--- config.mk ---
export PLATFORM = sky130hd
export DESIGN_NAME = keypad_code_controller
export DESIGN_NICKNAME = d
export VERILOG_FILES = /design/src/rtl/keypad_pkg.sv /design/src/rtl/keypad_edge_detect.sv /design/src/rtl/keypad_code_controller.sv
export SDC_FILE = /design/constraint.sdc
export NUM_CORES = 1
export LEC_CHECK = 0
export CORE_ASPECT_RATIO = 1.5
export CORE_UTILIZATION = 60
export DETAILED_ROUTE_END_ITERATION = 7
export PLACE_DENSITY = 0.87
export SKIP_CTS_REPAIR_TIMING = 1
export SLEW_MARGIN = 10
export SYNTH_ARGS = -nofsm -noshare
export SYNTH_HDL_FRONTEND = slang
export SYNTH_SLANG_ARGS = --single-unit
--- constraint.sdc ---
create_clock -name clk -period 7 [get_ports clk]
set_input_delay 0.7 -clock clk [delete_from_list [all_inputs] [get_ports clk]]
set_output_delay 0.7 -clock clk [all_outputs]
set_load 0.1 [all_outputs]
--- src/rtl/keypad_pkg.sv ---
// Shared types and helpers for the keypad code controller.
// Digit decode treats a rise vector with exactly one bit set as a valid key.
package keypad_pkg;

  typedef enum logic [1:0] {IDLE, ENTRY, UNLOCKED, LOCKOUT} kp_state_t;

  localparam int NUM_KEYS = 10;

  typedef struct packed {
    logic       vld;
    logic [3:0] dat;
  } digit_t;

  function automatic digit_t onehot_to_digit(input logic [NUM_KEYS-1:0] v);
    digit_t      r;
    int unsigned n;
    r = '0;
    n = 0;
    for (int i = 0; i < NUM_KEYS; i++) begin
      if (v[i]) begin
        n++;
        r.dat = 4'(i);
      end
    end
    r.vld = (n == 1);
    return r;
  endfunction

endpackage

--- src/rtl/keypad_edge_detect.sv ---
// Registers the latched key levels and reports new presses (0->1 rises).
// A rise on more than one key in the same cycle is flagged as multi.
module keypad_edge_detect
  import keypad_pkg::*;
(
  input  logic                clk,
  input  logic                rst_n,
  input  logic [NUM_KEYS-1:0] keys,
  output logic [3:0]          digit,
  output logic                valid,
  output logic                multi
);

  logic [NUM_KEYS-1:0] keys_q;
  logic [NUM_KEYS-1:0] rise;
  digit_t              dec;

  always_ff @(posedge clk or negedge rst_n) begin
    if (!rst_n) begin
      keys_q <= '0;
    end else begin
      keys_q <= keys;
    end
  end

  assign rise  = keys & ~keys_q;
  assign dec   = onehot_to_digit(rise);
  assign digit = dec.dat;
  assign valid = dec.vld;
  assign multi = (rise != '0) && !dec.vld;

endmodule

--- src/rtl/keypad_code_controller.sv ---
// Keypad code sequencer: checks presses against CODE, drives unlock/error/lockout
// status and pulses clear_latches after each evaluation, timeout or lockout exit.
module keypad_code_controller
  import keypad_pkg::*;
#(
  parameter int          CODE_LEN       = 5,
  parameter logic [31:0] CODE           = 32'h0002_4680,
  parameter int          TIMEOUT_CYCLES = 1000,
  parameter int          UNLOCK_CYCLES  = 2000,
  parameter int          MAX_FAILS      = 3,
  parameter int          LOCKOUT_CYCLES = 5000
) (
  input  logic                clk,
  input  logic                rst_n,
  input  logic [NUM_KEYS-1:0] keys,
  output logic                clear_latches,
  output logic                unlocked,
  output logic                error,
  output logic                locked_out,
  output logic [3:0]          digits_entered
);

  localparam int HOLD_MAX = (UNLOCK_CYCLES > LOCKOUT_CYCLES) ? UNLOCK_CYCLES : LOCKOUT_CYCLES;
  localparam int TW = $clog2(TIMEOUT_CYCLES + 1);
  localparam int HW = $clog2(HOLD_MAX + 1);
  localparam int FW = $clog2(MAX_FAILS + 1);

  localparam logic [TW-1:0] TMO_LAST  = TW'(TIMEOUT_CYCLES - 1);
  localparam logic [HW-1:0] UNL_LAST  = HW'(UNLOCK_CYCLES - 1);
  localparam logic [HW-1:0] LCK_LAST  = HW'(LOCKOUT_CYCLES - 1);
  localparam logic [FW-1:0] FAIL_LAST = FW'(MAX_FAILS - 1);
  localparam logic [3:0]    LEN       = 4'(CODE_LEN);

  function automatic logic [3:0] code_digit(input logic [3:0] idx);
    return 4'(CODE >> (4 * (CODE_LEN - 1 - int'(idx))));
  endfunction

  kp_state_t     state_q;
  logic [3:0]    digits_q, digits_d;
  logic          mism_q, mism_d;
  logic [FW-1:0] fails_q;
  logic [TW-1:0] tmo_q;
  logic [HW-1:0] hold_q;
  logic          clear_q, unlocked_q, error_q, locked_q;

  logic [3:0]    key_digit;
  logic          key_valid, key_multi, press;

  keypad_edge_detect u_edge (
    .clk   (clk),
    .rst_n (rst_n),
    .keys  (keys),
    .digit (key_digit),
    .valid (key_valid),
    .multi (key_multi)
  );

  // In IDLE digits_q and mism_q are zero, so one expression serves both states.
  always_comb begin
    press    = key_valid | key_multi;
    digits_d = digits_q + 4'd1;
    mism_d   = mism_q | key_multi | (key_digit != code_digit(digits_q));
  end

  always_ff @(posedge clk or negedge rst_n) begin
    if (!rst_n) begin
      state_q    <= IDLE;
      digits_q   <= '0;
      mism_q     <= 1'b0;
      fails_q    <= '0;
      tmo_q      <= '0;
      hold_q     <= '0;
      clear_q    <= 1'b0;
      unlocked_q <= 1'b0;
      error_q    <= 1'b0;
      locked_q   <= 1'b0;
    end else begin
      clear_q <= 1'b0;
      error_q <= 1'b0;
      case (state_q)
        IDLE, ENTRY: begin
          if (press) begin
            tmo_q <= '0;
            if (digits_d == LEN) begin
              digits_q <= '0;
              mism_q   <= 1'b0;
              clear_q  <= ~clear_q;
              hold_q   <= '0;
              if (!mism_d) begin
                state_q    <= UNLOCKED;
                unlocked_q <= 1'b1;
                fails_q    <= '0;
              end else begin
                error_q <= 1'b1;
                if (fails_q >= FAIL_LAST) begin
                  state_q  <= LOCKOUT;
                  locked_q <= 1'b1;
                  fails_q  <= '0;
                end else begin
                  state_q <= IDLE;
                  fails_q <= fails_q + 1'b1;
                end
              end
            end else begin
              state_q  <= ENTRY;
              digits_q <= digits_d;
              mism_q   <= mism_d;
            end
          end else if (state_q == ENTRY) begin
            if (tmo_q == TMO_LAST) begin
              state_q  <= IDLE;
              digits_q <= '0;
              mism_q   <= 1'b0;
              tmo_q    <= '0;
              clear_q  <= ~clear_q;
            end else begin
              tmo_q <= tmo_q + 1'b1;
            end
          end
        end
        UNLOCKED: begin
          if (hold_q == UNL_LAST) begin
            state_q    <= IDLE;
            unlocked_q <= 1'b0;
            hold_q     <= '0;
          end else begin
            hold_q <= hold_q + 1'b1;
          end
        end
        LOCKOUT: begin
          // Exit flushes anything latched while presses were being ignored.
          if (hold_q == LCK_LAST) begin
            state_q  <= IDLE;
            locked_q <= 1'b0;
            hold_q   <= '0;
            clear_q  <= ~clear_q;
          end else begin
            hold_q <= hold_q + 1'b1;
          end
        end
        default: state_q <= IDLE;
      endcase
    end
  end

  assign clear_latches  = clear_q;
  assign unlocked       = unlocked_q;
  assign error          = error_q;
  assign locked_out     = locked_q;
  assign digits_entered = digits_q;

endmodule

# After elaboration in Yosys (flattened, before gate mapping)
# Index checks and enable logic that the tools add are counted.
# totals
latch_bits	0
out_inout_bits	8
ff_bits	46
mem_count	0
mem_bits_rw	0
romBits	0
# classes
n_eq_ne	18
n_bitwise	6
shifts	1
mul	0
magnitude_cmp	1
reduce_logical	16
div_mod_pow	0
addsub	14
n_mux	67
# op_table
op	count
32-bit by 1-bit adder with 32-bit output, second input constant	9
32-bit two-way mux	9
13-bit two-way mux	4
13-bit one-hot mux with 3 select lines	1
32-bit by 1-bit equality test with 1-bit output, second input constant	1
18-bit by 32-bit right shift with 4-bit output, first input constant	1
10-bit two-way mux	3
1-bit two-way mux	24
2-bit two-way mux	12
4-bit two-way mux	6
2-bit inequality test, second input constant	7
13-bit by 1-bit adder with 13-bit output, second input constant	1
13-bit by 11-bit equality test with 1-bit output, second input constant	1
13-bit equality test, second input constant	1
3-bit two-way mux	4
10-bit by 1-bit adder with 10-bit output, second input constant	1
10-bit AND	1
10-bit equality test, second input constant	1
10-bit inverter	1
10-bit nonzero test	1
2-bit nonzero test	4
3-bit inequality test, second input constant	2
1-bit one-hot mux with 2 select lines	3
2-bit one-hot mux with 3 select lines	1
19 further kinds	24

# Depth between registers and ports, before layout
# logic_depth
depth_word	30
mapped_depth	31
depth_no_buf	30

# Hierarchy
# From an unflattened synthesis, not the netlist that was laid out.
# unflattened
hier_cells	390
area_unflattened_um2	3523.4
# by_module_without_submodules
module	area_each_um2	n_inst	cells_per_inst
keypad_code_controller	2095.8	1	228
keypad_edge_detect	1427.6	1	162

# Worst setup path before layout
# No wires, ideal clock.
# synth_path
path_kind	input to register
start	in keys[0]
end	reg hold_q[10]
path_buffers	1
setup_ps	124
stages	30
arrival_time_ps	6085
path_slack_ps	791
t_required_ps	6876
path_cell_list	nand2b_1 ha_1 xnor2_4 ha_1 o21ai_0 inv_1 ha_1 nand3b_1 o21ai_0 ha_1 nor3b_1 a21oi_1 a21o_2 ha_1 nor2_1 nor2_1 ha_1 o22ai_1 a21oi_1 ha_1 nor2_1 nor2_1 ha_1 or3_1 o22ai_2 and2_4 a21bo_2 a21oi_4 buf_6 a211o_1
# synth_between
elab_chain_cells	26
# synth_lines
item	line_no	text
start: declaration	keypad_code_controller.sv:15	input logic [NUM_KEYS-1:0] keys,
10-bit AND *	keypad_edge_detect.sv:26	assign rise = keys & ~keys_q;
1-bit two-way mux	keypad_pkg.sv:20	if (v[i]) begin
32-bit by 1-bit adder with 32-bit output	keypad_pkg.sv:21	n++;
32-bit two-way mux	keypad_pkg.sv:20	
32-bit by 1-bit adder with 32-bit output	keypad_pkg.sv:21	
32-bit two-way mux	keypad_pkg.sv:20	
32-bit by 1-bit adder with 32-bit output	keypad_pkg.sv:21	
32-bit two-way mux	keypad_pkg.sv:20	
(+10 left out)	-	
32-bit by 1-bit adder with 32-bit output	keypad_pkg.sv:21	
32-bit two-way mux	keypad_pkg.sv:20	
32-bit by 1-bit equality test with 1-bit output	keypad_pkg.sv:25	r.vld = (n == 1);
1-bit logical NOT	keypad_edge_detect.sv:30	assign multi = (rise != '0) && !dec.vld;
1-bit logical AND	keypad_edge_detect.sv:30	
1-bit OR *	keypad_code_controller.sv:60	press = key_valid | key_multi;
2-bit inequality test (no line) *	-	
2-bit AND reduction (no line) *	-	
end signal: assignment	keypad_code_controller.sv:127	hold_q <= hold_q + 1'b1;
end signal: assignment	keypad_code_controller.sv:138	hold_q <= hold_q + 1'b1;
end: declaration	keypad_code_controller.sv:43	logic [HW-1:0] hold_q;
# Mark *: on every way between the ends. The rest lies on a longest branch, timed or not.
# A chain may end at the register's enable or synchronous reset.

# Final worst setup path
# layout_path
start	in keys[1]
end	reg tmo_q[8]
# layout_between
elab_chain_cells	24
# layout_lines
item	line_no	text
10-bit AND *	keypad_edge_detect.sv:26	
32-bit two-way mux	keypad_pkg.sv:20	
32-bit by 1-bit adder with 32-bit output	keypad_pkg.sv:21	
32-bit two-way mux	keypad_pkg.sv:20	
32-bit by 1-bit adder with 32-bit output	keypad_pkg.sv:21	
32-bit two-way mux	keypad_pkg.sv:20	
32-bit by 1-bit adder with 32-bit output	keypad_pkg.sv:21	
32-bit two-way mux	keypad_pkg.sv:20	
(+8 left out)	-	
32-bit by 1-bit adder with 32-bit output	keypad_pkg.sv:21	
32-bit two-way mux	keypad_pkg.sv:20	
32-bit by 1-bit equality test with 1-bit output	keypad_pkg.sv:25	
1-bit logical NOT	keypad_edge_detect.sv:30	
1-bit logical AND	keypad_edge_detect.sv:30	
1-bit OR *	keypad_code_controller.sv:60	
2-bit nonzero test (no line)	-	
2-bit AND reduction (no line)	-	
end signal: assignment	keypad_code_controller.sv:117	tmo_q <= tmo_q + 1'b1;
end: declaration	keypad_code_controller.sv:42	logic [TW-1:0] tmo_q;
# Marked as above.

==> key figures <==
Finish
  – Fin util: 0.692
  – Filler Cell Count: 442
  – Layout area overhead: 9.83%
  – Final nets: 415
  – Share of layout cells above drive strength 1: 0.112
  – Flip-flop and latch area: 0.00115 mm2
  – Multi-input logic area: 0.00222 mm2
  – Finished Cell Area: 0.00383 mm2
  – Ant diodes: 0
  – Final non-filler cell total: 462

Detailed routing
  – Via count: 2,900
  – Post-route antenna net violation count: 0
  – Avg WL per Cell: 16.1 um
  – DRC: 0
  – Routed wire length: 7.42 mm
  – Via density: 6.28
  – Initial DRC count: 206
  – DRT Pass-1 Iters: 4

Power
  – PwrDens: 166 mW/mm2
  – Pwr Total: 635 uW
  – Power share of the sequential group: 0.426
  – Peak VDD IR: 0.114 mV
  – Clock power frac: 0.314
  – Leakage: 1.64 nW
  – Internal power: 453 uW
  – Net Sw Frac: 0.287
  – Sw Pwr: 183 uW
  – Comb power frac: 0.260

Min path
  – Hold Startpoint: clear_latches
  – HP Class: register to register

Synth
  – Synth warnings: 0
  – Area leader, netlist: dfrtp_1
  – Synthesized area per cell: 9.33 um2
  – Post-synth top cells: 46 x dfrtp_1, 32 x nor2_1, 28 x nand2_1
  – Top cell type's share of synthesized area: 0.330
  – Ranking of synthesized cells by area: dfrtp_1 33%, ha_1 4.3%, xnor2_4 3.9%
  – Ys async rst share: 1.00
  – Synthesized cell area: 0.00349 mm2
  – Syn nets: 398
  – #FFs+latches synth: 46
  – Main synth FF type: dfrtp_1
  – Post-synth EDFFs: 0
  – Gate count of the mapped netlist: 374
  – Synth cell types: 71
  – Most numerous cell in the Yosys netlist: dfrtp_1
  – Seq/Total Area, Yosys: 0.330

Critical path
  – Worst path most repeated cell: ha_1
  – Crit. Startpoint: keys[1]
  – CP max stage cell: or4_1
  – Crit Path Class: primary input to register
  – WP data arrival: 6.73 ns
  – Crit. End Element: register
  – Crit path max fanout: 6
  – Slowest stage delay, CP: 0.52 ns
  – Startpoint Class: primary input
  – R2R Path Start: u_edge.keys_q[1]
  – Worst path required time: 7.18 ns

Place
  – Hpwl dp: 5.46 mm
  – # port buffers: 19
  – Post-DP Area: 0.00370 mm2
  – Placed instance count: 454
  – Worst slack, placed: -0.0191 ns
  – Routability Congestion: 0.941

GRT
  – GR Util All Layers: 0.268
  – Largest net degree at the start of global routing: 47
  – Initial antenna violation count: 0
  – GRT overflow: 0
  – Vias in the first global route: 2,852
  – First-pass GRT wire length: 12.8 mm

Timing
  – Slew margin rel.: 0.317
  – TNS Setup: 0 ns
  – F_max: 0.153 GHz
  – Setup Viol. Count Final: 0
  – WHS: 0.443 ns
  – Final Cycle Share: 0.935
  – RSZ-0062 raised after global routing: true
  – Skew final: 0.00453 ns
  – Hold Fails Final Rpt: 0
  – Worst-Margin Slew: 1.02 ns
  – Post-layout min period: 6.55 ns
  – Final WS setup: 0.452 ns
  – Slew Limit Fails: 0

CTS
  – H-tree levels: 2
  – Worst-skew pair later-pin latency: 0.30 ns
  – CTS tree: built
  – Clk slew on worst S/H paths: 0.09 ns
  – TritonCTS buffer count: 5
  – CTS sink cnt: 46
  – Clk buf depth: 2
  – Clock tree root driver cell: clkbuf_8

Floorplanning
  – Initial Utilization: 0.630
  – Die Height: 95.4 um
  – Die width: 64.3 um
  – Row Count: 33
  – Core area: 0.00553 mm2
  – Total die area: 0.00613 mm2
  – I/O Pins: 20

Job
  – # Max-Cap Violations: 0

Status
  – Status: completed
[path summary, 6_finish.rpt]
kind,end,slack (ns),cells after the start
worst max-delay path,tmo_q[8],0.45,31
worst min-delay path,clear_latches,0.44,1
worst max register to register,tmo_q[8],0.89,30
worst min register to register,clear_latches,0.44,1
max in group asynchronous,unlocked,5.80,1
min in group asynchronous,hold_q[0],0.57,1
[cells in the final DEF (no fill, tap or decap), drive strengths merged, types with 5 or more instances in the layout]
master	synthesis	routed
nand4	7	7
xnor2	22	22
a211o	10	10
a21oi	14	14
nand3	19	19
nor3	21	21
nand2	28	28
o21ai	17	17
a22o	5	5
ha	12	12
o22ai	5	5
nand2b	11	11
dfrtp	46	46
or3	8	8
clkbuf	7	6
nor3b	5	5
clkdlybuf4s50	0	18
nand3b	6	6
and3	12	12
a21o	5	5
inv	12	12
nor2b	9	9
nor2	32	32
mux2i	5	5
buf	6	5
[sequential cells by signal, summed over array words and instances, names as in the netlist]
name and count:
clear_latches 1, error 1, hold_q 13, u_edge.keys_q 10, locked_out 1, digits_entered 4, state_q 2, tmo_q 10
fails_q 2, unlocked 1, mism_q 1
[area by class of cell]
| type | count | area share |
|---|---|---|
| multi-input combinational | 303 | 0.580 |
| clock inverter | 2 | 0.00980 |
| tap | 70 | 0.0229 |
| timing repair buffer | 23 | 0.0562 |
| clock buffer | 6 | 0.0189 |
| inverter | 12 | 0.0118 |
| sequential | 46 | 0.300 |
[per-layer routing]
layer | wire length [um] | share of wire | GRT usage
met5 | 0 | 0 | 0
met1 | 3070 | 0.41 | 0.307
met3 | 218 | 0.029 | 0.0275
met4 | 189 | 0.025 | 0.107
met2 | 3940 | 0.53 | 0.501
[power groups by stage]
stage	clock network, mW	registers (mW)	logic (mW)
floorplan	0	0.275	0.127
global placement	0	0.276	0.156
detailed placement	0	0.276	0.161
CTS	0.206	0.270	0.162
global route	0.218	0.271	0.184
finish	0.200	0.271	0.165
[worst max-delay path, delay by kind of cell]
kind                       cells  cell delay, ns
adders and majority gates      8            2.10
and+or+nand+nor               11            1.95
AOI/OAI and AO/OA              9            1.28
buffers and inverters          2            0.55
xor gates and xnor gates       1            0.15
[kinds of logic (layout without fill, tap and decap cells)]
kind of cell / Yosys count / in the layout / share of synthesized area
fa+ha+maj: 12 / 12 / 0.0430
simple gates: 178 / 178 / 0.283
mux: 8 / 8 / 0.0273
flops: 46 / 46 / 0.330
xor+xnor: 28 / 28 / 0.115
compound gates: 77 / 77 / 0.164
buf+inv: 25 / 43 / 0.0380
Note: power is estimated with default switching activity, not from simulation.
==> edit 1: new RTL, same flow settings <==
Change the parameter `TIMEOUT_CYCLES` from 1000 to 2000.
--- a/src/rtl/keypad_code_controller.sv
+++ b/src/rtl/keypad_code_controller.sv
@@ -6,5 +6,5 @@
   parameter int          CODE_LEN       = 5,
   parameter logic [31:0] CODE           = 32'h0002_4680,
-  parameter int          TIMEOUT_CYCLES = 1000,
+  parameter int          TIMEOUT_CYCLES = 2000,
   parameter int          UNLOCK_CYCLES  = 2000,
   parameter int          MAX_FAILS      = 3,
Behaviour: no difference found for any inputs over 10 cycles, from zero or initial values and one cycle with rst_n low; that may be too few to reach the edited logic, so the function may still have changed.
==> edit 1 against the original RTL <==
Synthesized area down 4.4%; setup slack got worse by 0.058 ns; design area increased by 3.5%; cell count is 5.8% higher; worst hold slack improved by 0.044 ns; wire length is 10% higher; sequential cell count rose by 1; power grew 3.9%; first-iteration DRC count grew 0.49%; via count grew 6.0%; non-clock buffer count is 17 higher; die area decreased by 4.3%; count of clock-buffer cells in the layout increased by 2; critical endpoint unchanged.
==> edit 1: results (changes against the original RTL) <==
ff2ff_setup_slack_ns: 0.64  # was 0.89 ns
pre_cts_slack_ns: -0.2677  # was -0.01911 ns
synth_cell_types: 65  # was 71
arrival_ns: 6.79  # was 6.73 ns
dp_hpwl_mm: 5.911  # was 5.458 mm
antenna_found_initial: 0  # unchanged
clkTransAtPathRegs_ns: 0.09  # about the same
reg2reg_depth: 35  # was 30
insertion_delay_ns: 0.31
ir_drop_uv: 120.6  # was 113.7 uV
drc_errors: 0  # unchanged
r2r-start: "u_edge.keys_q[1]"  # unchanged
cts_max_level: 2  # unchanged
grt_usage_pct: 29.18  # was 26.76%
synthTopCellsByCount: "dfrtp_1, nand2_1, nor2_1, o21ai_0, a21oi_1"  # was dfrtp_1, nor2_1, nand2_1, nor3_1, nand3_1
hp-start: "mism_q"  # was clear_latches
fill_cells: 377  # was 442
critPathTopFamily: "compound AO/OA/AOI/OAI gates"  # was adder cells
drive_gt1_share_pct: 14.96  # was 11.22%
drt_iter0_drc: 207  # was 206
cts_buffers: 5  # unchanged
cts-root-buf: "clkbuf_8"  # unchanged
reg_top3: "hold_q: 13 flops, tmo_q: 11 flops, u_edge.keys_q: 10 flops"  # was hold_q: 13 flops, tmo_q: 10 flops, u_edge.keys_q: 10 flops
whs_path_depth: 2  # was 1
crit_path_top_delay_cell: "clkdlybuf4s50_1"  # was or4_1
hold_class: "flip-flop to flip-flop"  # unchanged
io_buffers: 19  # unchanged
syn_nets: 412  # was 398
status: "finished, final reports clean"  # unchanged
synth_area_leaders: "dfrtp_1, nand2_1, ha_1"  # was dfrtp_1, ha_1, xnor2_4
r2r_end: "tmo_q[8]"  # unchanged
grt_max_degree: 48  # was 47
grt_pass1_vias: 3117  # was 2852
ys_warn_count: 0  # unchanged
critPathMaxStageDelay_ns: 0.44  # was 0.52 ns
antennaDiodeCount: 0  # unchanged
cts_max_path_buffers: 2  # unchanged
setup_ws_ns: 0.3943  # was 0.4521 ns
grt_first_pass_wirelength_mm: 13.63  # was 12.84 mm
wl_per_cell_um: 16.74  # was 16.06 um
synthArstFlopShare_pct: 100.0  # unchanged
leakage_nw: 1.622  # was 1.637 nW
seq_area_frac_synth_pct: 35.29  # was 33.00%
drt-vias-per-instance: 6.286  # was 6.277
finalNetCount: 444  # was 415
tightest_slew_ns: 1.052  # was 1.025 ns
clock_skew_ns: 0.01259  # was 0.004532 ns
firstDrtPassIters: 4  # unchanged
globalplace.congestion: 0.8879  # was 0.9413
worstHoldEndpoint: "mism_q"  # was clear_latches
crit_fanout: 5  # was 6
edit 1: final cells by class:
cell class,count,area [um^2],area share (%)
sequential,47,1176,29.65
tap,68,85.08,2.145
timing repair buffer,40,351.6,8.864
clock buffer,8,100.1,2.524
inverter,18,67.56,1.703
multi-input combinational,308,2186,55.11
edit 1: metal layers:
layer	global-route usage [%]	routed length (um)	vias to the layer above
li1	-	-	1464
met1	31.72	3185	1489
met2	55.98	4443	93
met3	2.927	307	28
met4	13.18	248	0
met5	0	0	-
edit 1: tightest hold or removal path, cell delays in order, from the launching register on:
cell	delay (ns)
dfrtp_1	0.36
nand2_1	0.05
o31ai_1	0.05
edit 1: power by group:
part           switching (mW)  internal, mW
registers             0.00167         0.274
clock network          0.0939        0.0903
logic                   0.105        0.0952
edit 1: logic make-up (layout without fill, tap and decap cells):
kind of cell | after synthesis | count (layout) | share of synthesized area, %
simple gates | 164 | 164 | 25.60
compound gates | 100 | 100 | 19.67
flops | 47 | 47 | 35.29
buf+inv | 33 | 66 | 3.904
xor+xnor | 27 | 27 | 9.272
fa+ha+maj | 12 | 12 | 4.504
mux | 5 | 5 | 1.764
edit 1: worst max-delay path by stage:
stage                            end  cells past startpoint    start
after floorplan           hold_q[11]                     31  keys[0]
after global placement     tmo_q[10]                     34  keys[1]
after detailed placement    tmo_q[8]                     34  keys[1]
after CTS                   tmo_q[8]                     36  keys[1]
after global routing        tmo_q[9]                     34  keys[2]
final                       tmo_q[8]                     34  keys[2]
edit 1: metrics by stage:
stage          cell area (um^2)  cells  hold slack, ns  setup TNS (ns)
2_1_floorplan              3333    388          0.4044               0
3_3_place_gp               3669    477          0.4314               0
3_5_place_dp               3669    477          0.4534          -3.356
4_1_cts                    3769    485          0.4784               0
5_1_grt                    3966    489          0.4986               0
6_report                   3966    489          0.4864               0
==> edit 2: new RTL, same settings <==
Without the edit above. Encoding of `kp_state_t`: now one-hot (4 bits for 4 states).
--- a/src/rtl/keypad_pkg.sv
+++ b/src/rtl/keypad_pkg.sv
@@ -3,5 +3,5 @@
 package keypad_pkg;
 
-  typedef enum logic [1:0] {IDLE, ENTRY, UNLOCKED, LOCKOUT} kp_state_t;
+  typedef enum logic [3:0] {IDLE = 4'b0001, ENTRY = 4'b0010, UNLOCKED = 4'b0100, LOCKOUT = 4'b1000} kp_state_t;
 
   localparam int NUM_KEYS = 10;
Formal check against the unedited RTL: same outputs for any inputs over 10 cycles, from zero or initial values and one cycle with rst_n low; not proved beyond that.
==> edit 2 against the original RTL <==
Sequential cell count grew 2; synthesized area fell by 4.1%; design area rose by 2.7%; non-clock buffer count increased by 19; sequential share of layout area grew 0.52 points; cell count grew 4.1%; wire length grew 9.8%; setup slack got worse by 0.22 ns; first-iteration DRC count up 51%.
Power is not compared: it rests on default switching activity, and its combinational part moved more than twofold at a synthesized area within 25%.
==> edit 2: results (changes against the original RTL) <==
reg2reg_depth: 32  # was 30
crit_fanout: 8  # was 6
whs_path_depth: 1  # unchanged
synth_top_family_by_area: "simple AND/OR/NAND/NOR gates"  # unchanged
globalplace.congestion: 0.8721  # was 0.9413
area_growth_pct: 17.62  # was 9.828%
critPathMaxStageDelay_ns: 0.53
grt_usage_pct: 27.71  # was 26.76%
status: "finished, final reports clean"  # unchanged
dp_hpwl_mm: 5.696  # was 5.458 mm
firstDrtPassIters: 5  # was 4
syn_nets: 394  # was 398
synth_compound_area_share_pct: 19.00  # was 16.36%
synthXorXnorAreaFrac_pct: 8.679  # was 11.48%
num_vias: 3046  # was 2900
drt-total-wl_mm: 8.147  # was 7.422 mm
clock_skew_ns: 0.009150  # was 0.004532 ns
synth_area_leaders: "dfrtp_1, ha_1, xnor2_1"  # was dfrtp_1, ha_1, xnor2_4
drive_gt1_share_pct: 16.95  # was 11.22%
holdWs_ns: 0.4327  # was 0.4427 ns
drt_iter0_drc: 311  # was 206
finalNetCount: 436  # was 415
fill_cells: 361  # was 442
tightest_slew_ns: 1.074  # was 1.025 ns
wl_per_cell_um: 16.94  # was 16.06 um
placedCellCount: 470  # was 454
syn_area_per_cell_um2: 9.039  # was 9.327 um^2
yosys.area_share.adder_pct: 4.489  # was 4.304%
seq_area_frac_synth_pct: 35.95  # was 33.00%
grt_first_pass_wirelength_mm: 13.03  # was 12.84 mm
p_per_area_nw_per_um2: 323.5
r2r_end: "unlocked"  # was tmo_q[8]
crit_path_top_delay_cell: "or4b_1"  # was or4_1
synth_cell_types: 73  # was 71
grt_max_degree: 49  # was 47
leakage_nw: 1.633
arrival_ns: 7.01  # was 6.73 ns
ff2ff_setup_slack_ns: 0.75  # was 0.89 ns
seq_cell_power_uw: 426
postPlaceCellArea_um2: 3725  # was 3704 um^2
insertion_delay_ns: 0.31
synthMuxAreaShare_pct: 0.5986  # was 2.726%
pre_cts_slack_ns: -0.3328  # was -0.01911 ns
synthTopCellsByCount: "dfrtp_1, nand2_1, nor2_1, nand3_1, a21oi_1"  # was dfrtp_1, nor2_1, nand2_1, nor3_1, nand3_1
## edit 2: cell count changes in the layout (fill, tap and decap cells not counted), moves of 5 or more
cell	delta
buf_4	+19
a31oi_1	+12
nor3_1	-12
a211o_1	-9
nand2_1	+8
o31ai_1	+7
a21oi_1	+6
or3_1	-6
a22o_1	-5
xnor2_4	-5
## edit 2: logic make-up after synthesis
kind of cell / after synthesis
flip-flops: 48
adder cells (fa/ha/maj): 12
buffers and inverters: 23
AO/OA/AOI/OAI: 88
XOR/XNOR: 28
multiplexers: 2
AND/OR/NAND/NOR: 169
## edit 2: critical path: cells and delay by family
| family | cells | cell delay (ns) |
|---|---|---|
| simple gates | 14 | 2.19 |
| compound gates | 8 | 1.25 |
| fa+ha+maj | 8 | 2.03 |
| xor+xnor | 1 | 0.19 |
| buf+inv | 2 | 0.61 |
## edit 2: layer usage
layer	track usage [%]	up-vias	share of wire, %
li1	-	1447	-
met1	29.87	1479	38
met2	52.06	99	56
met3	2.195	21	2.9
met4	15.89	0	2.8
met5	0	-	0
## edit 2: area by class of cell
cell class / count / area share [%]
multi-input combinational: 300 / 54.26
sequential: 48 / 30.57
clock buffer: 6 / 2.099
tap: 68 / 2.163
inverter: 15 / 1.431
timing repair buffer: 42 / 9.097
clock inverter: 2 / 0.3817
## edit 2: worst max-delay path by stage
stage               cells after the start    endpoint    start  slack, ns
finish                                 33    unlocked  keys[1]       0.23
global route                           33    unlocked  keys[1]      -0.08
CTS                                    34  hold_q[11]  keys[1]      -0.02
detailed placement                     34  hold_q[11]  keys[1]      -0.33
global placement                       33   hold_q[1]  keys[1]      -0.10
floorplan                              32  state_q[2]  keys[1]       0.43
